<file path="config.mk">
export PLATFORM = sky130hd
export DESIGN_NAME = mult_result_collector
export DESIGN_NICKNAME = d
export VERILOG_FILES = /design/src/rtl/mult_pkg.sv /design/src/rtl/mult_result_collector_limb_nz_tracker.sv /design/src/rtl/mult_result_collector.sv
export SDC_FILE = /design/constraint.sdc
export NUM_CORES = 1
export LEC_CHECK = 0
export BUFFER_PORTS_ARGS = -buffer_cell sky130_fd_sc_hd__clkbuf_2
export CORE_MARGIN = 2
export CORE_UTILIZATION = 45
export CTS_BUF_LIST = sky130_fd_sc_hd__clkbuf_2
export DETAILED_ROUTE_END_ITERATION = 7
export PLACE_DENSITY = 0.75
export SYNTH_ARGS = -nofsm -noshare
export SYNTH_HDL_FRONTEND = slang
export SYNTH_SLANG_ARGS = --single-unit
</file>
<file path="constraint.sdc">
create_clock -name r_clk -period 2.6 [get_ports r_clk]
set_input_delay 0.26 -clock r_clk [delete_from_list [all_inputs] [get_ports r_clk]]
set_output_delay 0.26 -clock r_clk [all_outputs]
set_load 0.005 [all_outputs]
</file>
<file path="src/rtl/mult_pkg.sv">
// ----------------------------------------------------------------------------
// mult_pkg
//   Shared definitions for the multiplier result collectors.
//   - Collector FSM state encoding (plain constants so legacy code that
//     compares raw state values keeps working).
//   - Default limb address width and the matching maximum limb count.
//   - Control-beat layout: beat 0 carries the unit id in the full control
//     word, beat 1 carries the destination register select in its low bits.
// ----------------------------------------------------------------------------
package mult_pkg;

    typedef logic [1:0] state_t;

    localparam state_t ST_IDLE     = 2'd0;
    localparam state_t ST_GET_DEST = 2'd1;
    localparam state_t ST_COLLECT  = 2'd2;
    localparam state_t ST_FINISH   = 2'd3;

    localparam int unsigned C_ADDR_WIDTH = 9;
    localparam int unsigned C_MAX_LIMBS  = 2 ** C_ADDR_WIDTH;

    // Control-beat positions within a command.
    localparam int unsigned C_BEAT_ID     = 0;
    localparam int unsigned C_BEAT_SELECT = 1;

    // Limb capacity of one destination register for a given address width.
    function automatic int unsigned max_limbs(input int unsigned addr_width);
        return 32'd1 << addr_width;
    endfunction

endpackage

</file>
<file path="src/rtl/mult_result_collector_limb_nz_tracker.sv">
// ----------------------------------------------------------------------------
// limb_nz_tracker
//   Bookkeeping for a limb stream: position counter, index of the most
//   significant non-zero limb seen so far, and an overflow flag for limbs
//   that do not fit in the destination register.
//
// Ports
//   r_clk     clock
//   r_rst     synchronous active-high reset
//   clear     start of a new stream: zero every tracked value
//   step      one limb is being consumed this cycle
//   data_nz   the limb consumed this cycle is non-zero
//   wr_idx    address of the limb consumed this cycle
//   room      current limb still fits (counter below capacity)
//   nz_idx    index of the highest non-zero limb stored so far
//   seen_nz   at least one stored limb was non-zero
//   overflow  at least one limb arrived after the register was full
// ----------------------------------------------------------------------------
module limb_nz_tracker
    import mult_pkg::*;
#(
    parameter int g_addr_width = 9
) (
    input  logic                    r_clk,
    input  logic                    r_rst,
    input  logic                    clear,
    input  logic                    step,
    input  logic                    data_nz,
    output logic [g_addr_width-1:0] wr_idx,
    output logic                    room,
    output logic [g_addr_width-1:0] nz_idx,
    output logic                    seen_nz,
    output logic                    overflow
);

    localparam logic [g_addr_width:0] C_ONE = {{g_addr_width{1'b0}}, 1'b1};

    // One extra bit so the counter can sit at full capacity (2^g_addr_width)
    // and saturate there instead of wrapping back to address 0.
    logic [g_addr_width:0] cnt;

    assign wr_idx = cnt[g_addr_width-1:0];
    assign room   = ~cnt[g_addr_width];

    // NOTE: state registers use non-blocking assignments so every flop
    // samples the pre-edge values and evaluation order does not matter.
    always_ff @(posedge r_clk) begin
        if (r_rst || clear) begin
            cnt      <= '0;
            nz_idx   <= '0;
            seen_nz  <= 1'b0;
            overflow <= 1'b0;
        end else if (step) begin
            if (room) begin
                cnt <= cnt + C_ONE;
                // Only stored limbs can define the result size, so the
                // recorded index never leaves the register's address range.
                if (data_nz) begin
                    nz_idx  <= cnt[g_addr_width-1:0];
                    seen_nz <= 1'b1;
                end
            end else begin
                overflow <= 1'b1;
            end
        end
    end

endmodule

</file>
<file path="src/rtl/mult_result_collector.sv">
// ----------------------------------------------------------------------------
// mult_result_collector
//   Receiving end of the multiplier result stream. A two-beat control command
//   (unit id, then destination select) arms the collector; each following
//   limb is written into the register bank at consecutive addresses, least
//   significant limb first. At end of stream the normalized size (trailing
//   zero limbs trimmed), a zero flag and an overflow flag are reported.
//
// Ports
//   r_clk            clock
//   r_rst            synchronous active-high reset
//   pi_ctrl_ch       control word (id beat, then select beat)
//   pi_ctrl_valid_n  active-low, marks the id beat of a command
//   pi_data          result limb
//   pi_data_last     final limb of the stream (qualified by pi_data_wr_en)
//   pi_data_wr_en    limb valid
//   po_wr_en         register-bank write strobe (one cycle after the limb)
//   po_wr_addr       limb address within the destination register
//   po_wr_data       limb data
//   po_wr_sel        destination register
//   po_busy          command accepted and stream not yet finished
//   po_done          one-cycle end-of-stream pulse
//   po_size          normalized limb count, held until the next done
//   po_zero          result is zero, held until the next done
//   po_overflow      stream exceeded register capacity, held until next done
// ----------------------------------------------------------------------------
module mult_result_collector
    import mult_pkg::*;
#(
    parameter int g_data_width   = 64,
    parameter int g_addr_width   = 9,
    parameter int g_ctrl_width   = 8,
    parameter int g_select_width = 5,
    parameter int g_id           = 3
) (
    input  logic                      r_clk,
    input  logic                      r_rst,
    input  logic [g_ctrl_width-1:0]   pi_ctrl_ch,
    input  logic                      pi_ctrl_valid_n,
    input  logic [g_data_width-1:0]   pi_data,
    input  logic                      pi_data_last,
    input  logic                      pi_data_wr_en,
    output logic                      po_wr_en,
    output logic [g_addr_width-1:0]   po_wr_addr,
    output logic [g_data_width-1:0]   po_wr_data,
    output logic [g_select_width-1:0] po_wr_sel,
    output logic                      po_busy,
    output logic                      po_done,
    output logic [g_addr_width:0]     po_size,
    output logic                      po_zero,
    output logic                      po_overflow
);

    localparam logic [g_ctrl_width-1:0] C_ID  = g_ctrl_width'(g_id);
    localparam logic [g_addr_width:0]   C_ONE = {{g_addr_width{1'b0}}, 1'b1};

    state_t                    state;
    logic [g_select_width-1:0] sel;

    logic                      trk_clear;
    logic                      trk_step;
    logic [g_addr_width-1:0]   trk_wr_idx;
    logic                      trk_room;
    logic [g_addr_width-1:0]   trk_nz_idx;
    logic                      trk_seen_nz;
    logic                      trk_overflow;

    // Tracker is cleared while the destination is latched, and advances on
    // every valid limb in COLLECT (including ones past capacity).
    assign trk_clear = (state == ST_GET_DEST);
    assign trk_step  = (state == ST_COLLECT) && pi_data_wr_en;

    limb_nz_tracker #(
        .g_addr_width (g_addr_width)
    ) u_tracker (
        .r_clk    (r_clk),
        .r_rst    (r_rst),
        .clear    (trk_clear),
        .step     (trk_step),
        .data_nz  (|pi_data),
        .wr_idx   (trk_wr_idx),
        .room     (trk_room),
        .nz_idx   (trk_nz_idx),
        .seen_nz  (trk_seen_nz),
        .overflow (trk_overflow)
    );

    // NOTE: reset is synchronous, so it is simply the highest-priority branch
    // inside the clocked block; r_rst is not in the sensitivity list.
    always_ff @(posedge r_clk) begin
        if (r_rst) begin
            state       <= ST_IDLE;
            sel         <= '0;
            po_wr_en    <= 1'b0;
            po_wr_addr  <= '0;
            po_wr_data  <= '0;
            po_wr_sel   <= '0;
            po_busy     <= 1'b0;
            po_done     <= 1'b0;
            po_size     <= '0;
            po_zero     <= 1'b0;
            po_overflow <= 1'b0;
        end else begin
            // Strobes are single-cycle unless re-asserted below.
            po_wr_en <= 1'b0;
            po_done  <= 1'b0;

            case (state)
                ST_IDLE: begin
                    // Id beat; commands for other units are ignored.
                    if (!pi_ctrl_valid_n && (pi_ctrl_ch == C_ID)) begin
                        state <= ST_GET_DEST;
                    end
                end

                ST_GET_DEST: begin
                    // Select beat follows the id beat unconditionally.
                    sel     <= pi_ctrl_ch[g_select_width-1:0];
                    po_busy <= 1'b1;
                    state   <= ST_COLLECT;
                end

                ST_COLLECT: begin
                    if (pi_data_wr_en) begin
                        if (trk_room) begin
                            po_wr_en   <= 1'b1;
                            po_wr_addr <= trk_wr_idx;
                            po_wr_data <= pi_data;
                            po_wr_sel  <= sel;
                        end
                        if (pi_data_last) begin
                            state <= ST_FINISH;
                        end
                    end
                end

                ST_FINISH: begin
                    // Tracker already includes the final limb here.
                    po_done     <= 1'b1;
                    po_size     <= trk_seen_nz ? ({1'b0, trk_nz_idx} + C_ONE) : C_ONE;
                    po_zero     <= ~trk_seen_nz;
                    po_overflow <= trk_overflow;
                    po_busy     <= 1'b0;
                    state       <= ST_IDLE;
                end

                default: state <= ST_IDLE;
            endcase
        end
    end

endmodule

</file>
Word level (Yosys, flattened, before mapping). Index checks and enable logic that the tools add are counted.

Register bits after elaboration: 121. Input port bits: 77. Output and inout bits: 93. Logic and storage cells: 51.

Add/sub/neg operators: 2. Equal/unequal tests: 7. Muxes and demuxes: 9. Bitwise gates (word level): 4. Reductions and logical operators: 13.

Operator list (number): $reduce_or A64 Y1 (1); $mux W10 (2); $add A10 B1 Y10 const B (1); $add A9 B1 Y10 const B (1); $reduce_and A3 Y1 (3); $eq A8 B2 Y1 const B (1); $pmux W2 S4 (1); $mux W2 (3); $ne A2 B2 Y1 const B (3); $eq A2 B2 Y1 const B (2); $not A1 Y1 (4); $reduce_and A2 Y1 (2); $reduce_or A3 Y1 (1); $eq A2 B1 Y1 const B (1); $logic_and A1 B1 Y1 (2); $logic_not A2 Y1 (1); $mux W1 (2); $pmux W1 S2 (1); $reduce_bool A2 Y1 (1); $logic_not A1 Y1 (1); $logic_or A1 B1 Y1 (1).

Depth between registers and ports, before layout.
Depth after elaboration: 4. Depth in mapped cells: 9. Depth with buffers taken out: 7.

Cells and area by module. Synthesis repeated with hierarchy kept, for this count alone.

Cells, all modules: 558. Area total of the unflattened synthesis: 4643.2 sq um.

By module, submodules not included: mult_result_collector (times used 1, cells an instance 459, area an instance 3722.3 sq um, sequential area each 2001.9 sq um); limb_nz_tracker (times used 1, cells an instance 99, area an instance 920.9 sq um, sequential area each 420.4 sq um).

Worst setup path before layout. Ideal clock, no wire load.

Path type: register to register. Start point: register state[0]. End point: register po_wr_data[10]. Setup time: 70 ps. Data arrival time: 1758 ps. Data required time: 2530 ps. Slack: 772 ps. Cell stages (with the launch flop): 10. Path buffers: 3. Period minus slack after synthesis: 1828 ps. Path through: dfxtp_1 -> inv_1 -> ha_1 -> nand2_1 -> or2_2 -> clkbuf_1 -> clkbuf_1 -> clkbuf_1 -> nand2_1 -> a21oi_1.

Word-level cells in the longest chain between the ends: 2.

RTL lines: from (decl) (line mult_result_collector.sv:57) `state_t state;`; from (signal assigned) (line mult_result_collector.sv:92) `state <= ST_IDLE;`; from (signal assigned) (line mult_result_collector.sv:112) `state <= ST_GET_DEST;`; from (signal assigned) (line mult_result_collector.sv:120) `state <= ST_COLLECT;`; $eq A2 B2 Y1 (line mult_result_collector.sv:108) `case (state)`; $reduce_and A3 Y1 (no source line); to (signal assigned) (line mult_result_collector.sv:128) `po_wr_data <= pi_data;`; to (decl) (line mult_result_collector.sv:45) `output logic [g_data_width-1:0] po_wr_data,`.

No other way between the ends. A chain may end at the register's enable or synchronous reset.

Worst setup path after layout.
Start point: register state[0]. End point: register po_wr_data[19].

The elaborated chain is that of the path after synthesis.

==> metrics.sh <==
DRT_ITER0_MARKERS=217
NETLIST.AREA_LEADER.SHARE_PCT=53.7
WORST-SLEW-PIN-TRANSITION_NS=0.556
STATUS='finished clean'
GP_CONGESTION=0.831
ANTENNA-DIODE-COUNT=0
CLK_PIN_SLEW_WORST_PATHS_NS=0.18
FMAX_MHz=467
NUMBER_OF_ANTENNA_VIOLATIONS_AT_THE_FIRST_CHECK_IN_GLOBAL_ROUTING=0
FINAL_CELL_COUNT_NO_FILL=933
END_KIND='flop'
TOTAL_NUMBER_OF_VIAS=4837
CORE_REGION_AREA_UM2=9770
SYNTH_FLOP_CELL='sky130_fd_sc_hd__dfxtp_1'
LAYOUT.NETS=870
PLACEDINSTANCEAREA_UM2=5480
HOLD_CLASS='input port to flop'
DIE-AREA_UM2=10800
CTS.REPAIR.RESIZED=0
FIN_CRIT_NS=2.14
FINCLKSKEW_NS=0.0293
CRITICAL_PATH_CLASS='flop to flop'
SYNTH_ASYNC_SR_FLOP_SHARE_PCT=0
SYNTH.FF_LATCH_COUNT=121
NETLIST-CELL-TYPE-COUNT=27
FIRST_GLOBAL_VIAS=4748
TIMING.SETUP.TNS_NS=0
FINAL_ANTENNA_NET_COUNT=0
CTS_BUFFER_DEPTH=2
MAXIMUM_NUMBER_OF_PINS_ON_ONE_NET_BEFORE_GLOBAL_ROUTE_REPAIR=46
POST-SYNTH-TOP-AREA-CELL='sky130_fd_sc_hd__dfxtp_1'
CLK_ROOT_BUFFER_CELL='sky130_fd_sc_hd__clkbuf_2'
DRIVE_GT1_SHARE_PCT=26.5
SYNTH_TOP_CELLS_BY_AREA='sky130_fd_sc_hd__dfxtp_1 (54%), sky130_fd_sc_hd__nand2_1 (14%), sky130_fd_sc_hd__a21oi_1 (9.9%)'
SYNTH.AVG_CELL_AREA_UM2=8.12
HOLD_VIOL_FINAL=0
INITIAL_UTILIZATION_PCT=46.2
CLK-INSERTION-DELAY-LATE_NS=0.61
WORSTPATHARRIVAL_NS=2.67
TOTAL_OF_BUFFERS_PLACED_ON_INPUT_AND_OUTPUT_PORTS=169
SLEW_VIOLATIONS=0
ROUTE.DETAILED.WL_PER_INST_UM=14.3
VDD_DROP_MAX_mV=0.330
IOS=170
NUMBER_OF_BUFFERS_CREATED_BY_CTS=17
DRTPASS1ITERATIONS=5
NETLIST_TOP_CELLS_COUNT='sky130_fd_sc_hd__nand2_1 (173), sky130_fd_sc_hd__dfxtp_1 (121), sky130_fd_sc_hd__a21oi_1 (89), sky130_fd_sc_hd__clkbuf_1 (36), sky130_fd_sc_hd__nor2_1 (29)'
CTS.SINKS=121
PLACEMENT_ROWS=36
DETAIL_ROUTE.VIAS_PER_CELL=5.18
TRITONCTS_CLOCK_TREE='done'
AREA_GROWTH_PCT=43.9
P_PER_AREA_nW_PER_UM2=573
MAX-SLEW-MARGIN-REL_PCT=62.8
SYN_INST=556
MIN_PERIOD_OVER_PERIOD_PCT=82.3
CP_DATA_REQUIRED_TIME_NS=3.13
CTS_H_TREE_LVLS=4
POST-ROUTE-CELL-AREA_UM2=6500
SYN_NETS=639
DP_WORST_SETUP_SLACK_NS=0.484
GRTUSAGETOTAL_PCT=24.8
NUMBER_OF_PLACED_INSTANCES_TAPS_INCLUDED=829
SYNTH_MOST_COMMON_CELL='sky130_fd_sc_hd__nand2_1'
POWER.STATIC_LEAKAGE_nW=2.62
POST-DP-HPWL_MM=8.49
TIMING.CRITICAL_PATH.FROM_TYPE='flop'
NUMBER_OF_SYNTHESIZED_FLOPS_WITH_AN_ENABLE_PIN=0
CRIT_PATH_MAX_FANOUT=36
POST_CTS.REPAIR.SETUP_BUFFERS=0
DIE-HEIGHT_UM=104
REMAINING_DRC_ERRORS=0
YS_SEQ_AREA_SHARE_PCT=53.7
POSTLAYOUTSETUPSLACKWORST_NS=0.460
DIE-WIDTH_UM=104
POSTCTSHOLDBUFS=72
RSZ0062_AT_GRT='no'
WIRELENGTH_MM=13.4
OVERFLOW_LEFT_AFTER_GLOBAL_ROUTING=0
SETUP_VIOL=0
WIRE_LENGTH_OF_THE_FIRST_GLOBAL_ROUTING_PASS_MM=21.9
SYNTHESIS.YOSYS.WARNINGS=0
MAXCAPVIOLCOUNT=0
SYNTH.CELL_AREA_UM2=4510
## metrics by stage
stage	utilization [%]	hold slack (ns)	power, mW
after detailed placement	56.0	0.444	2.24
after global placement	56.0	0.435	2.23
final	66.5	0.0968	3.72
after CTS	66.5	0.0167	3.74
after global routing	66.5	0.00390	3.89
after floorplan	-	0.350	2.11
## state kept, by name, indices dropped and copies added, names as in the netlist, 2 cells and up
signal,count
po_wr_addr,9
po_wr_data,64
po_size,10
po_wr_sel,5
u_tracker.cnt,10
u_tracker.nz_idx,9
state,2
sel,5
## worst max-delay path, stage by stage, from the launching register on
cell                      delay, ns
sky130_fd_sc_hd__dfxtp_1       0.42
sky130_fd_sc_hd__inv_1         0.09
sky130_fd_sc_hd__ha_1          0.26
sky130_fd_sc_hd__nand2_1       0.16
sky130_fd_sc_hd__or2_2         0.41
sky130_fd_sc_hd__buf_4         0.44
sky130_fd_sc_hd__nand2_1       0.09
sky130_fd_sc_hd__a21oi_1       0.18
## cell usage in the layout (no fill, tap or decap), types with 5 or more instances in the layout
cell type	synthesis	layout
sky130_fd_sc_hd__dlygate4sd3_1	0	72
sky130_fd_sc_hd__o21ai_0	17	17
sky130_fd_sc_hd__xnor2_1	5	5
sky130_fd_sc_hd__nor2_1	29	28
sky130_fd_sc_hd__a21oi_1	89	89
sky130_fd_sc_hd__nand4_1	12	12
sky130_fd_sc_hd__buf_4	0	5
sky130_fd_sc_hd__nand3_1	12	12
sky130_fd_sc_hd__nand2_1	173	173
sky130_fd_sc_hd__ha_1	6	6
sky130_fd_sc_hd__xor2_1	10	10
sky130_fd_sc_hd__dfxtp_1	121	121
sky130_fd_sc_hd__clkbuf_2	0	188
sky130_fd_sc_hd__mux2i_1	8	8
sky130_fd_sc_hd__bufinv_16	0	5
sky130_fd_sc_hd__nor4_1	17	17
## routing by layer
layer,track usage [%],part of all wire (%),routed length [µm]
met5,0,0,0
met4,11.9,4.3,575
met3,7.71,7.0,936
met2,43.2,50,6650
met1,27.6,39,5220
## logic make-up after synthesis
logic type               after synthesis  share of synthesized area [%]
adder cells (fa/ha/maj)                6                           1.66
XOR/XNOR                              15                           2.91
AO/OA/AOI/OAI                        112                           12.9
multiplexers                           8                           1.77
AND/OR/NAND/NOR                      254                           23.8
buffers and inverters                 40                           3.33
flip-flops                           121                           53.7
## power by group
part	internal (mW)	leakage, nW	total, mW	switching, mW
combinational	0.192	1.48	0.379	0.187
sequential	1.89	0.974	1.92	0.0227
clock	0.736	0.166	1.42	0.688
## path summary, 6_finish.rpt
check | slack (ns) | depth (start not counted) | start | end
worst max-delay path | 0.46 | 7 | state[0]$_SDFFE_PP0P_ | po_wr_data[19]$_SDFFE_PP0P_
worst min-delay path | 0.1 | 5 | pi_ctrl_ch[6] | state[0]$_SDFFE_PP0P_
worst max register to register | 0.46 | 7 | state[0]$_SDFFE_PP0P_ | po_wr_data[19]$_SDFFE_PP0P_
worst min register to register | 0.47 | 2 | po_wr_data[55]$_SDFFE_PP0P_ | po_wr_data[55]$_SDFFE_PP0P_
## area by class of cell
type / count / area [µm²]
fillers: 829 / 3280
flip-flops and latches: 121 / 2420
multi-input cells: 395 / 1950
repair buffers: 248 / 1640
clock inverters: 12 / 199
well taps: 133 / 166
clock buffers: 20 / 100
inverters: 4 / 15.0
Power figures use the tool's default switching activity.
